--- src/rtl/lfsr_pkg.sv ---
// Shared defaults and a reference step function for the 32-bit Galois LFSR.
package lfsr_pkg;

   localparam int unsigned     LFSR_WIDTH_DEF = 32;
   localparam logic [31:0]     LFSR_TAPS_DEF  = 32'h8020_0003;
   localparam logic [31:0]     LFSR_SEED_DEF  = 32'h0000_0001;

   // Right-shifting Galois step: the bit shifted out selects whether the taps are applied.
   function automatic logic [LFSR_WIDTH_DEF-1:0] lfsr_step(
      input logic [LFSR_WIDTH_DEF-1:0] state,
      input logic [LFSR_WIDTH_DEF-1:0] taps
   );
      logic [LFSR_WIDTH_DEF-1:0] shifted;
      shifted = state >> 1;
      return state[0] ? (shifted ^ taps) : shifted;
   endfunction

endpackage

--- src/rtl/lfsr_next.sv ---
// Pure combinational Galois LFSR next-state function; also used by walk-engine look-ahead.
module lfsr_next
   import lfsr_pkg::*;
#(
   parameter int unsigned      WIDTH = LFSR_WIDTH_DEF,
   parameter logic [WIDTH-1:0] TAPS  = WIDTH'(LFSR_TAPS_DEF)
) (
   input  logic [WIDTH-1:0] cur,
   output logic [WIDTH-1:0] nxt
);

   logic [WIDTH-1:0] shifted;

   assign shifted = cur >> 1;
   assign nxt     = cur[0] ? (shifted ^ TAPS) : shifted;

endmodule

--- src/rtl/lfsr32.sv ---
// Free-running Galois LFSR with synchronous seed load (load beats en).
// Optional zero-state guard compiled in with `define LFSR_ZERO_GUARD_EN.
module lfsr32
   import lfsr_pkg::*;
#(
   parameter int unsigned      WIDTH = LFSR_WIDTH_DEF,
   parameter logic [WIDTH-1:0] TAPS  = WIDTH'(LFSR_TAPS_DEF),
   parameter logic [WIDTH-1:0] SEED  = WIDTH'(LFSR_SEED_DEF)
) (
   input  logic             clk,
   input  logic             reset,
   input  logic             en,
   input  logic             load,
   input  logic [WIDTH-1:0] seed,
   output logic [WIDTH-1:0] q
);

   logic [WIDTH-1:0] state_q;
   logic [WIDTH-1:0] state_d;
   logic [WIDTH-1:0] step_val;

   lfsr_next #(
      .WIDTH (WIDTH),
      .TAPS  (TAPS)
   ) u_next (
      .cur (state_q),
      .nxt (step_val)
   );

   always_comb begin
      state_d = state_q;
      if (load) begin
`ifdef LFSR_ZERO_GUARD_EN
         state_d = (seed == '0) ? SEED : seed;
`else
         state_d = seed;
`endif
      end
`ifdef LFSR_ZERO_GUARD_EN
      // Recover from lock-up even when the generator is idle.
      else if (state_q == '0) begin
         state_d = SEED;
      end
`endif
      else if (en) begin
         state_d = step_val;
      end
   end

   always_ff @(posedge clk or negedge reset) begin
      if (!reset) begin
         state_q <= SEED;
      end else begin
         state_q <= state_d;
      end
   end

   assign q = state_q;

endmodule

--- config.mk ---
export PLATFORM = sky130hd
export DESIGN_NAME = lfsr32
export DESIGN_NICKNAME = d
export VERILOG_FILES = /design/src/rtl/lfsr_pkg.sv /design/src/rtl/lfsr_next.sv /design/src/rtl/lfsr32.sv
export SDC_FILE = /design/constraint.sdc
export NUM_CORES = 1
export LEC_CHECK = 0
export CAP_MARGIN = 20
export CORE_UTILIZATION = 39
export CTS_BUF_LIST = sky130_fd_sc_hd__clkbuf_8
export CTS_CLUSTER_DIAMETER = 100
export DETAILED_ROUTE_END_ITERATION = 6
export PLACE_DENSITY = 0.78
export SYNTH_ARGS = -nofsm -noshare
export SYNTH_HDL_FRONTEND = slang
export SYNTH_HIERARCHICAL = 1
export SYNTH_SLANG_ARGS = --single-unit
--- constraint.sdc ---
create_clock -name clk -period 1.3 [get_ports clk]
set_input_delay 0.195 -clock clk [delete_from_list [all_inputs] [get_ports clk]]
set_output_delay 0.195 -clock clk [all_outputs]
set_load 0.005 [all_outputs]
# Word level (Yosys, flattened, before mapping)
# Cells that the tools add are included.
# classes
eq_ne	0
mux	3
multipliers	0
reduce_logical	1
n_addsub	0
magnitude_cmp	0
shifts	0
n_div	0
n_bitwise	1
# op_table
op	n
$mux 32	3
$not 3->4	1
$reduce_bool 2->1	1
# word_totals
latchBits	0
n_memories	0
mem_bits_ro	0
ff_bits	32
in_bits	36
output_inout_bits	32
elab_cells	6
ramBits	0

# Longest topological paths before layout
# Gate-level depths: netlist (run 1).
# depth
ltp_word	4
ltp_mapped	4
ltp_nobuf	3

# By module
# Netlist (run 1), hierarchy kept.
# by_module_without_submodules
mod	seq_area_each_um2	cells_per_inst	area_per_inst_um2	n_inst
lfsr32	802.0	139	1516.5	1
lfsr_next	0.0	32	244.0	1

# Worst setup path after synthesis (run 1)
# No wires, ideal clock.
# synth_path
path_kind	register to register
from	register state_q[0], in the netlist q[0]
to	register state_q[0], in the netlist q[0]
stages_incl_launch_ff	4
slack_ns	0.333
arrival_ns	0.895
cell_sequence	dfstp_2 -> xor2_1 -> mux2i_1 -> o21ai_1
# synth_between
elab_chain_cells	3
# synth_lines
element	line_no	rtl
start, declared	lfsr32.sv:18	logic [WIDTH-1:0] state_q;
start signal, assigned	lfsr32.sv:54	state_q <= state_d;
$mux 32	lfsr_next.sv:15	assign nxt = cur[0] ? (shifted ^ TAPS) : shifted;
via step_val[0]	lfsr32.sv:20	logic [WIDTH-1:0] step_val;
$mux 32	lfsr32.sv:45	else if (en) begin
$mux 32	lfsr32.sv:32	if (load) begin
# The timed path passes the listed nets, and every way through them passes these cells. The select of a mux whose other input is x is not followed.
# A chain may end at the register's enable or synchronous reset.

# Worst setup path after layout (run 1)
# layout_path
from	register state_q[0], in the netlist q[0]
to	output q[0]
# layout_lines
element	line_no	rtl
end, declared	lfsr32.sv:15	output logic [WIDTH-1:0] q
# No word-level cell between the ends.

==> results of run 1 <==
## layer usage
metal | vias to the layer above | global-route usage [%] | share of wire, %
met5 | - | 0 | 0
met4 | 0 | 6.80 | 1.6
met3 | 6 | 4.94 | 4.5
met2 | 43 | 27.8 | 48
met1 | 629 | 21.4 | 46
li1 | 670 | - | -
## synth_stat cells, drive strengths merged
| library cell | number |
|---|---|
| dfrtp | 31 |
| buf | 40 |
| mux2i | 32 |
| nand2 | 32 |
| xor2 | 3 |
| o21ai | 32 |
| dfstp | 1 |
## cells by family (layout without fill, tap and decap cells)
| logic type | after synthesis | in the layout | share of synthesized area, % |
|---|---|---|---|
| AO/OA/AOI/OAI | 32 | 32 | 9.52 |
| XOR/XNOR | 3 | 3 | 1.49 |
| flip-flops | 32 | 32 | 45.6 |
| AND/OR/NAND/NOR | 32 | 32 | 6.82 |
| multiplexers | 32 | 32 | 18.2 |
| buffers and inverters | 40 | 105 | 18.4 |
## power groups by stage
stage                     logic (W)  registers (W)  clock network, W
after global placement     0.000634        0.00121                 0
after global routing       0.000796        0.00118          0.000783
final                      0.000719        0.00117          0.000699
after CTS                  0.000725        0.00117          0.000727
after detailed placement   0.000646        0.00121                 0
after floorplan            0.000377        0.00122                 0
## metrics by stage
step | setup WS, ns | cell area, um^2 | util [%]
floorplan | 0.333 | 1760 | -
finish | 0.0768 | 2480 | 57.0
global route | 0.0471 | 2480 | 57.0
detailed placement | 0.107 | 2250 | 51.7
CTS | 0.0610 | 2480 | 57.0
global placement | 0.101 | 2250 | 51.7
## path summary, 6_finish.rpt
| check | from | endpoint | slack (ns) |
|---|---|---|---|
| max | q[0]$_DFFE_PN1P_ | q[0] | 0.08 |
| min | reset | q[15]$_DFFE_PN0P_ | 0.28 |
| max reg2reg | q[0]$_DFFE_PN1P_ | q[1]$_DFFE_PN0P_ | 0.20 |
| min reg2reg | q[6]$_DFFE_PN0P_ | q[6]$_DFFE_PN0P_ | 0.58 |
| max in group asynchronous | reset | q[0]$_DFFE_PN1P_ | 0.78 |
| min in group clk | load | q[0]$_DFFE_PN1P_ | 0.39 |
## what timing repair did
item                       in CTS  in global routing
buffers inserted               26                  0
setup endpoints to repair      32                  0
gates resized for setup        32                  0
## cell type report
class / instances / area, um^2
Tap cell: 52 / 65.1
Multi-Input combinational cell: 99 / 634
Timing Repair Buffer: 98 / 903
Clock buffer: 5 / 68.8
Sequential cell: 32 / 802
Fill cell: 421 / 1870
Clock inverter: 2 / 8.76
==> flow_summary_export.csv, run 1 <==
group,metric,value,unit
outcome,outcome,"complete, no violations",
worst_hold_path,hold_class,"in2async",
timing,rsz0062_at_grt,"no",
pwr,ir_worst_vdd,0.499,mV
synth,ys_ff_latch,32,
synth,synth_nets,207,
pwr,power.total,0.00258,W
cells_and_area,final_cell_mix,"clkdlybuf4s50_1, mux2i_1, nand2_1, dlygate4sd2_1, dfrtp_1",
floorplan,die_area,0.00479,mm^2
placement,place.port_buffers,67,
routing,antenna_left,0,
floorplan,ios,68,
cells_and_area,area_growth_syn_to_layout,41.0,%
clock_tree,cts.path.max_buffers,2,
clock_tree,clkSinkCount,32,
placement,dp_hpwl,2260,um
synth,syn_area_per_cell,10.3,um^2
floorplan,dieHeight,69.2,um
clock_tree,clockRootBuffer,"clkbuf_8",
timing,fin_crit,1.22,ns
timing,slew_viol_final,0,
synth,synth_top_area_cell,"dfrtp_1",
routing,vias,1348,
run,maxCapViolCount,0,
synth,netlist.area_leader.share,44.1,%
cells_and_area,final_layout_size_suffix_gt1_share,17.8,%
floorplan,start_util,40.4,%
cells_and_area,antenna_cells,0,
clock_tree,cts_buffers,5,
pwr,leakagePower,1.24,nW
global_routing,grt_pass1_wl,6560,um
clock_tree,holdBufCountCts,0,
clock_tree,clk_latency,0.28,ns
pwr,power.switching,0.000686,W
timing,fin_worst_skew,0.00667,ns
pwr,p_int,0.00190,W
pwr,pwr-share-seq,45.1,%
critical_path,critical-path-slowest-cell,"dfstp_2",
routing,wl,3630,um
global_routing,grt_pass1_vias,1454,
clock_tree,clkTransAtPathRegs,0.06,ns
critical_path,required,1.11,ns
critical_path,crit_fanout,2,
floorplan,die_width,69.2,um
global_routing,gr-usage-all-layers,17.1,%
cells_and_area,instances_no_fill,288,
global_routing,antenna_found_initial,0,
routing,wl_per_cell,12.6,um
clock_tree,tritoncts,"yes",
cells_and_area,nets,272,
critical_path,crit_path_end_kind,"output port",
routing,drt_iter0_drc,88,
synth,synthesis.area,0.00176,mm^2
synth,synth_cells,171,
pwr,p_sw_share,26.5,%
critical_path,arrival,1.03,ns
critical_path,cp.depth,1,
critical_path,path_buf_inv,1,
timing,period_share,94.1,%
critical_path,start_kind,"flip-flop",
timing,timing.hold.ws,0.276,ns
floorplan,placementRows,24,
global_routing,grt_overflow,0,
timing,setup_tns,0,ns
timing,setup_violations,0,
clock_tree,htreeDepth,2,
critical_path,path_cells,"dlygate4sd2_1",
floorplan,core_area,0.00435,mm^2
timing,finalHoldViolCount,0,
critical_path,cp_top_family,"flip-flops",
pwr,power_density,1040,mW/mm^2
global_routing,grt_max_degree,65,
synth,yosysSeqAreaShare,45.6,%
routing,first_pass_iters,4,
pwr,p_clk_share,27.0,%
timing,worstMarginPinSlew,0.252,ns
routing,drc_errors,0,
critical_path,path_class,"reg2out",
placement,place_inst,255,
routing,viasPerCell,4.68,
critical_path,r2r_cells,4,
synth,yosysWarnings,6,
placement,globalplace.congestion,0.670,
timing,fmax,818,MHz
critical_path,slowest_delay,0.52,ns
synth,ys_types,12,
cells_and_area,largest_register_ffs,32,
cells_and_area,layout_commonest_cell,"clkdlybuf4s50_1",
pwr,combPwrFrac,27.8,%
timing,slew_headroom,83.2,%
synth,synth_area_leaders,"dfrtp_1, mux2i_1, buf_4",
Note: power is estimated with default switching activity, not from simulation.
==> run 2, diff against run 1 <==
Settings changed: CORE_ASPECT_RATIO set to 0.7.
==> run 2 against run 1 <==
Against the previous run:
- global-route usage rose by 1.1 points
- sequential power about the same
- largest power group unchanged
- final cell count is 2.4% higher
- setup slack worse by 0.013 ns
- cell area up 1.9%
- power increased by 0.55%
==> flow_summary_export.csv, run 2 (same netlist as run 1, synthesis figures left out) <==
group,metric,value,unit
clock_tree,cts_buffers,5,
timing,fin_crit,1.24,ns
run,maxCapViolCount,0,
pwr,leakagePower,1.27,nW
placement,place.port_buffers,67,
placement,place_inst,260,
critical_path,critical-path-slowest-cell,"dfstp_2",
critical_path,arrival,1.04,ns
critical_path,crit_path_end_kind,"output port",
critical_path,r2r_cells,4,
clock_tree,clkSinkCount,32,
cells_and_area,seqCellArea,802,um^2
global_routing,grt_max_degree,33,
clock_tree,holdBufCountCts,0,
cells_and_area,nFillCells,387,
routing,wl,3810,um
routing,wl_per_cell,12.9,um
clock_tree,cts.path.max_buffers,2,
timing,period_share,95.1,%
pwr,ir_worst_vdd,0.615,mV
global_routing,gr-usage-all-layers,18.2,%
routing,drt_iter0_drc,34,
routing,first_pass_iters,4,
timing,setup_tns,0,ns
critical_path,crit_fanout,2,
cells_and_area,nets,276,
placement,globalplace.congestion,0.737,
floorplan,placementRows,20,
floorplan,die_width,82.3,um
cells_and_area,final_cell_mix,"clkdlybuf4s50_1, mux2i_1, nand2_1, dlygate4sd2_1, dfrtp_1",
critical_path,path_buf_inv,1,
outcome,outcome,"complete, no violations",
cells_and_area,layout_commonest_cell,"clkdlybuf4s50_1",
critical_path,path_cells,"dlygate4sd2_1",
cells_and_area,final_layout_size_suffix_gt1_share,19.2,%
timing,rsz0062_at_grt,"no",
cells_and_area,antenna_cells,0,
clock_tree,clk_latency,0.28,ns
clock_tree,tritoncts,"yes",
timing,fmax,809,MHz
timing,fin_worst_skew,0.00461,ns
cells_and_area,instances_no_fill,295,
floorplan,dieHeight,58.2,um
timing,finalHoldViolCount,0,
routing,vias,1387,
critical_path,required,1.11,ns
critical_path,slowest_delay,0.54,ns
global_routing,grt_overflow,0,
timing,setup_violations,0,
timing,slew_viol_final,0,
cells_and_area,area_growth_syn_to_layout,43.6,%
routing,antenna_left,0,
pwr,power_density,1030,mW/mm^2
pwr,power.total,0.00260,W
worst_hold_path,hold_class,"in2async",
routing,drc_errors,0,
floorplan,start_util,40.7,%
critical_path,cp_top_family,"flip-flops",
floorplan,ios,68,
global_routing,grt_pass1_wl,6420,um
cells_and_area,multi_input_area,634,um^2
floorplan,die_area,0.00479,mm^2
placement,dp_worst_setup_slack,0.0868,ns
floorplan,core_area,0.00433,mm^2
routing,viasPerCell,4.70,
critical_path,cp.depth,1,
cells_and_area,largest_register_ffs,32,
clock_tree,clockRootBuffer,"clkbuf_8",
timing,setup_ws,0.0634,ns
timing,slew_headroom,79.8,%
critical_path,path_class,"reg2out",
clock_tree,clkTransAtPathRegs,0.06,ns
global_routing,antenna_found_initial,0,
global_routing,grt_pass1_vias,1400,
clock_tree,htreeDepth,2,
critical_path,start_kind,"flip-flop",
timing,worstMarginPinSlew,0.303,ns
==> run 2: changes by cell type in the layout (fill, tap and decap cells not counted) <==
| cell | change |
|---|---|
| buf_12 | +1 |
| buf_4 | +3 |
==> run 2: cell type report <==
type | instances | area share [%]
timing repair buffer | 102 | 37.4
tap | 55 | 2.72
sequential | 32 | 31.7
clock inverter | 2 | 0.346
multi-input combinational | 99 | 25.1
clock buffer | 5 | 2.72
==> run 2: metal layers <==
metal	GRT usage, %	wire, um	vias to the layer above
met5	0	0	-
met4	6.77	27	0
met3	5.51	258	4
met2	30.8	1810	47
met1	21.8	1720	653
li1	-	-	683
==> run 2: stage by stage <==
step / area (um^2) / util (%) / hold WS (ns)
2_1_floorplan: 1760 / - / -0.101
3_3_place_gp: 2280 / 52.7 / 0.560
3_5_place_dp: 2280 / 52.7 / 0.569
4_1_cts: 2530 / 58.4 / 0.274
5_1_grt: 2530 / 58.4 / 0.276
6_report: 2530 / 58.4 / 0.273
==> run 2: where the power goes <==
part / total, W / switching (W) / internal, W
registers: 0.00117 / 0.0000622 / 0.00111
logic: 0.000740 / 0.000290 / 0.000451
clock network: 0.000689 / 0.000334 / 0.000355
total: 0.00260 / 0.000686 / 0.00191
==> run 2: repair_timing <==
action | 4_1_cts | 5_1_grt
setup endpoints to repair | 32 | 0
gates resized for setup | 32 | 0
buffers inserted | 28 | 0
==> run 2: worst register-to-register path: stages, from the launching register on <==
cell and delay [ns]:
dfstp_2 0.54, buf_4 0.14, xor2_1 0.14, mux2i_1 0.09, o21ai_1 0.15
==> run 2: worst paths after layout <==
path | start | end | slack [ns]
worst max-delay path | q[0]$_DFFE_PN1P_ | q[0] | 0.06
worst min register to register | q[18]$_DFFE_PN0P_ | q[18]$_DFFE_PN0P_ | 0.59
worst min-delay path | reset | q[9]$_DFFE_PN0P_ | 0.27
max in group asynchronous | reset | q[0]$_DFFE_PN1P_ | 0.78
worst max register to register | q[0]$_DFFE_PN1P_ | q[0]$_DFFE_PN1P_ | 0.17
min in group clk | load | q[1]$_DFFE_PN0P_ | 0.31
==> run 3, diff against run 2 <==
Settings changed: PLACE_DENSITY 0.78 to 0.73.
==> run 3 against run 2 <==
Against the previous run:
- sequential share of layout area up 0.71 points
- sequential power hardly changed
- flip-flop and latch count unchanged
- maximum frequency rose by 0.70%
- count of clock-buffer cells in the layout is 1 higher
- utilization down 1.3 points
- combinational power down 5.0%
- clock skew about the same
- power increased by 1.8%
- highest routed layer unchanged
==> flow_summary_export.csv, run 3 (same netlist as run 1, synthesis figures left out) <==
group,metric,value,unit
critical_path,start_kind,"flip-flop",
critical_path,path_cells,"dlygate4sd2_1",
critical_path,r2r_start,"q[0]$_DFFE_PN1P_",
placement,post_dp_cell_area,0.00224,mm^2
timing,worstMarginPinSlew,0.289,ns
floorplan,placementRows,20,
cells_and_area,utilization,57.1,%
cells_and_area,final_cell_mix,"clkdlybuf4s50_1, mux2i_1, nand2_1, dlygate4sd2_1, dfrtp_1",
global_routing,grt_max_degree,65,
timing,setup_tns,0,ns
critical_path,arrival,1.03,ns
placement,dp_hpwl,2390,um
placement,globalplace.congestion,0.688,
clock_tree,clockRootBuffer,"clkbuf_8",
clock_tree,clkSinkCount,32,
floorplan,dieHeight,58.2,um
critical_path,slowest_delay,0.52,ns
routing,vias,1340,
timing,rsz0062_at_grt,"no",
critical_path,path_class,"reg2out",
critical_path,r2r_end,"q[1]$_DFFE_PN0P_",
routing,first_pass_iters,4,
clock_tree,htreeDepth,2,
timing,slew_viol_final,0,
placement,place.port_buffers,67,
global_routing,antenna_found_initial,0,
pwr,leakagePower,1.24,nW
critical_path,cp-startpoint,"q[0]$_DFFE_PN1P_",
pwr,power_density,1070,mW/mm^2
critical_path,reg2reg_slack,0.21,ns
clock_tree,tritoncts,"yes",
clock_tree,holdBufCountCts,0,
critical_path,crit_path_end_kind,"output port",
floorplan,ios,68,
placement,dp_worst_setup_slack,0.111,ns
clock_tree,clk_latency,0.28,ns
critical_path,critical-path-slowest-cell,"dfstp_2",
routing,drc_errors,0,
global_routing,gr-usage-all-layers,17.4,%
floorplan,die_width,82.3,um
floorplan,die_area,0.00479,mm^2
cells_and_area,area_growth_syn_to_layout,40.5,%
critical_path,required,1.11,ns
timing,timing.hold.ws,0.151,ns
critical_path,cp_top_family,"flip-flops",
clock_tree,cts.path.max_buffers,2,
pwr,ir_worst_vdd,0.762,mV
outcome,outcome,"complete, no violations",
cells_and_area,final_layout_size_suffix_gt1_share,17.9,%
timing,fmax,814,MHz
cells_and_area,nFillCells,408,
critical_path,path_buf_inv,1,
cells_and_area,largest_register_ffs,32,
cells_and_area,antenna_cells,0,
global_routing,grt_pass1_vias,1244,
timing,fin_worst_skew,0.00491,ns
cells_and_area,layout_commonest_cell,"clkdlybuf4s50_1",
global_routing,grt_pass1_wl,5990,um
routing,wl_per_cell,12.6,um
critical_path,crit_fanout,2,
cells_and_area,final_cell_area,0.00247,mm^2
timing,period_share,94.5,%
timing,slew_headroom,80.7,%
routing,antenna_left,0,
clock_tree,clkTransAtPathRegs,0.07,ns
floorplan,core_area,0.00433,mm^2
timing,setup_violations,0,
timing,finalHoldViolCount,0,
run,maxCapViolCount,0,
floorplan,start_util,40.7,%
routing,wl,3640,um
routing,viasPerCell,4.62,
timing,fin_crit,1.23,ns
worst_hold_path,hold_class,"in2async",
global_routing,grt_overflow,0,
clock_tree,cts_buffers,5,
critical_path,r2r_cells,4,
timing,setup_ws,0.0720,ns
cells_and_area,nets,270,
routing,drt_iter0_drc,20,
[run 3: cell count changes in the layout (fill, tap and decap cells not counted), sizes merged]
cell,change
buf,-6
clkinv,+1
inv,-1
clkbuf,+1
[run 3: per-stage QoR]
step           std cells  power (W)
2_1_floorplan        171    0.00159
3_3_place_gp         258    0.00185
3_5_place_dp         258    0.00186
4_1_cts              290    0.00268
5_1_grt              290    0.00283
6_report             290    0.00265
[run 3: worst max path at each step]
| stage | end | slack (ns) | cells past startpoint |
|---|---|---|---|
| 5_1_grt | q[0] | 0.03 | 1 |
| 3_5_place_dp | q[0] | 0.11 | 1 |
| 4_1_cts | q[0] | 0.06 | 1 |
| 2_1_floorplan | q[0]$_DFFE_PN1P_ | 0.33 | 3 |
| 6_report | q[0] | 0.07 | 1 |
| 3_3_place_gp | q[0] | 0.11 | 1 |
[run 3: timing repair]
| action | CTS | global route |
|---|---|---|
| setup buffers | 24 | 0 |
| setup endpoints to repair | 32 | 0 |
| resized for setup | 32 | 0 |
[run 3: cell type report]
class                      count  area [um^2]  area share, %
timing repair buffer          96          876           35.4
sequential                    32          802           32.4
multi-input combinational     99          634           25.6
clock buffer                   6         82.6           3.34
tap                           55         68.8           2.78
clock inverter                 2         10.0          0.405
[run 3: layer usage]
layer / GRT usage, % / up-vias / routed length [um]
met3: 8.66 / 2 / 291
met1: 22.5 / 626 / 1730
li1: - / 671 / -
met4: 3.76 / 0 / 10
met5: 0 / - / 0
met2: 26.3 / 41 / 1610
[run 3: report_power, final]
| group | total, W | internal [W] | switching (W) |
|---|---|---|---|
| registers | 0.00117 | 0.00111 | 0.0000604 |
| clock network | 0.000776 | 0.000422 | 0.000355 |
| logic | 0.000703 | 0.000425 | 0.000278 |
| total | 0.00265 | 0.00195 | 0.000693 |
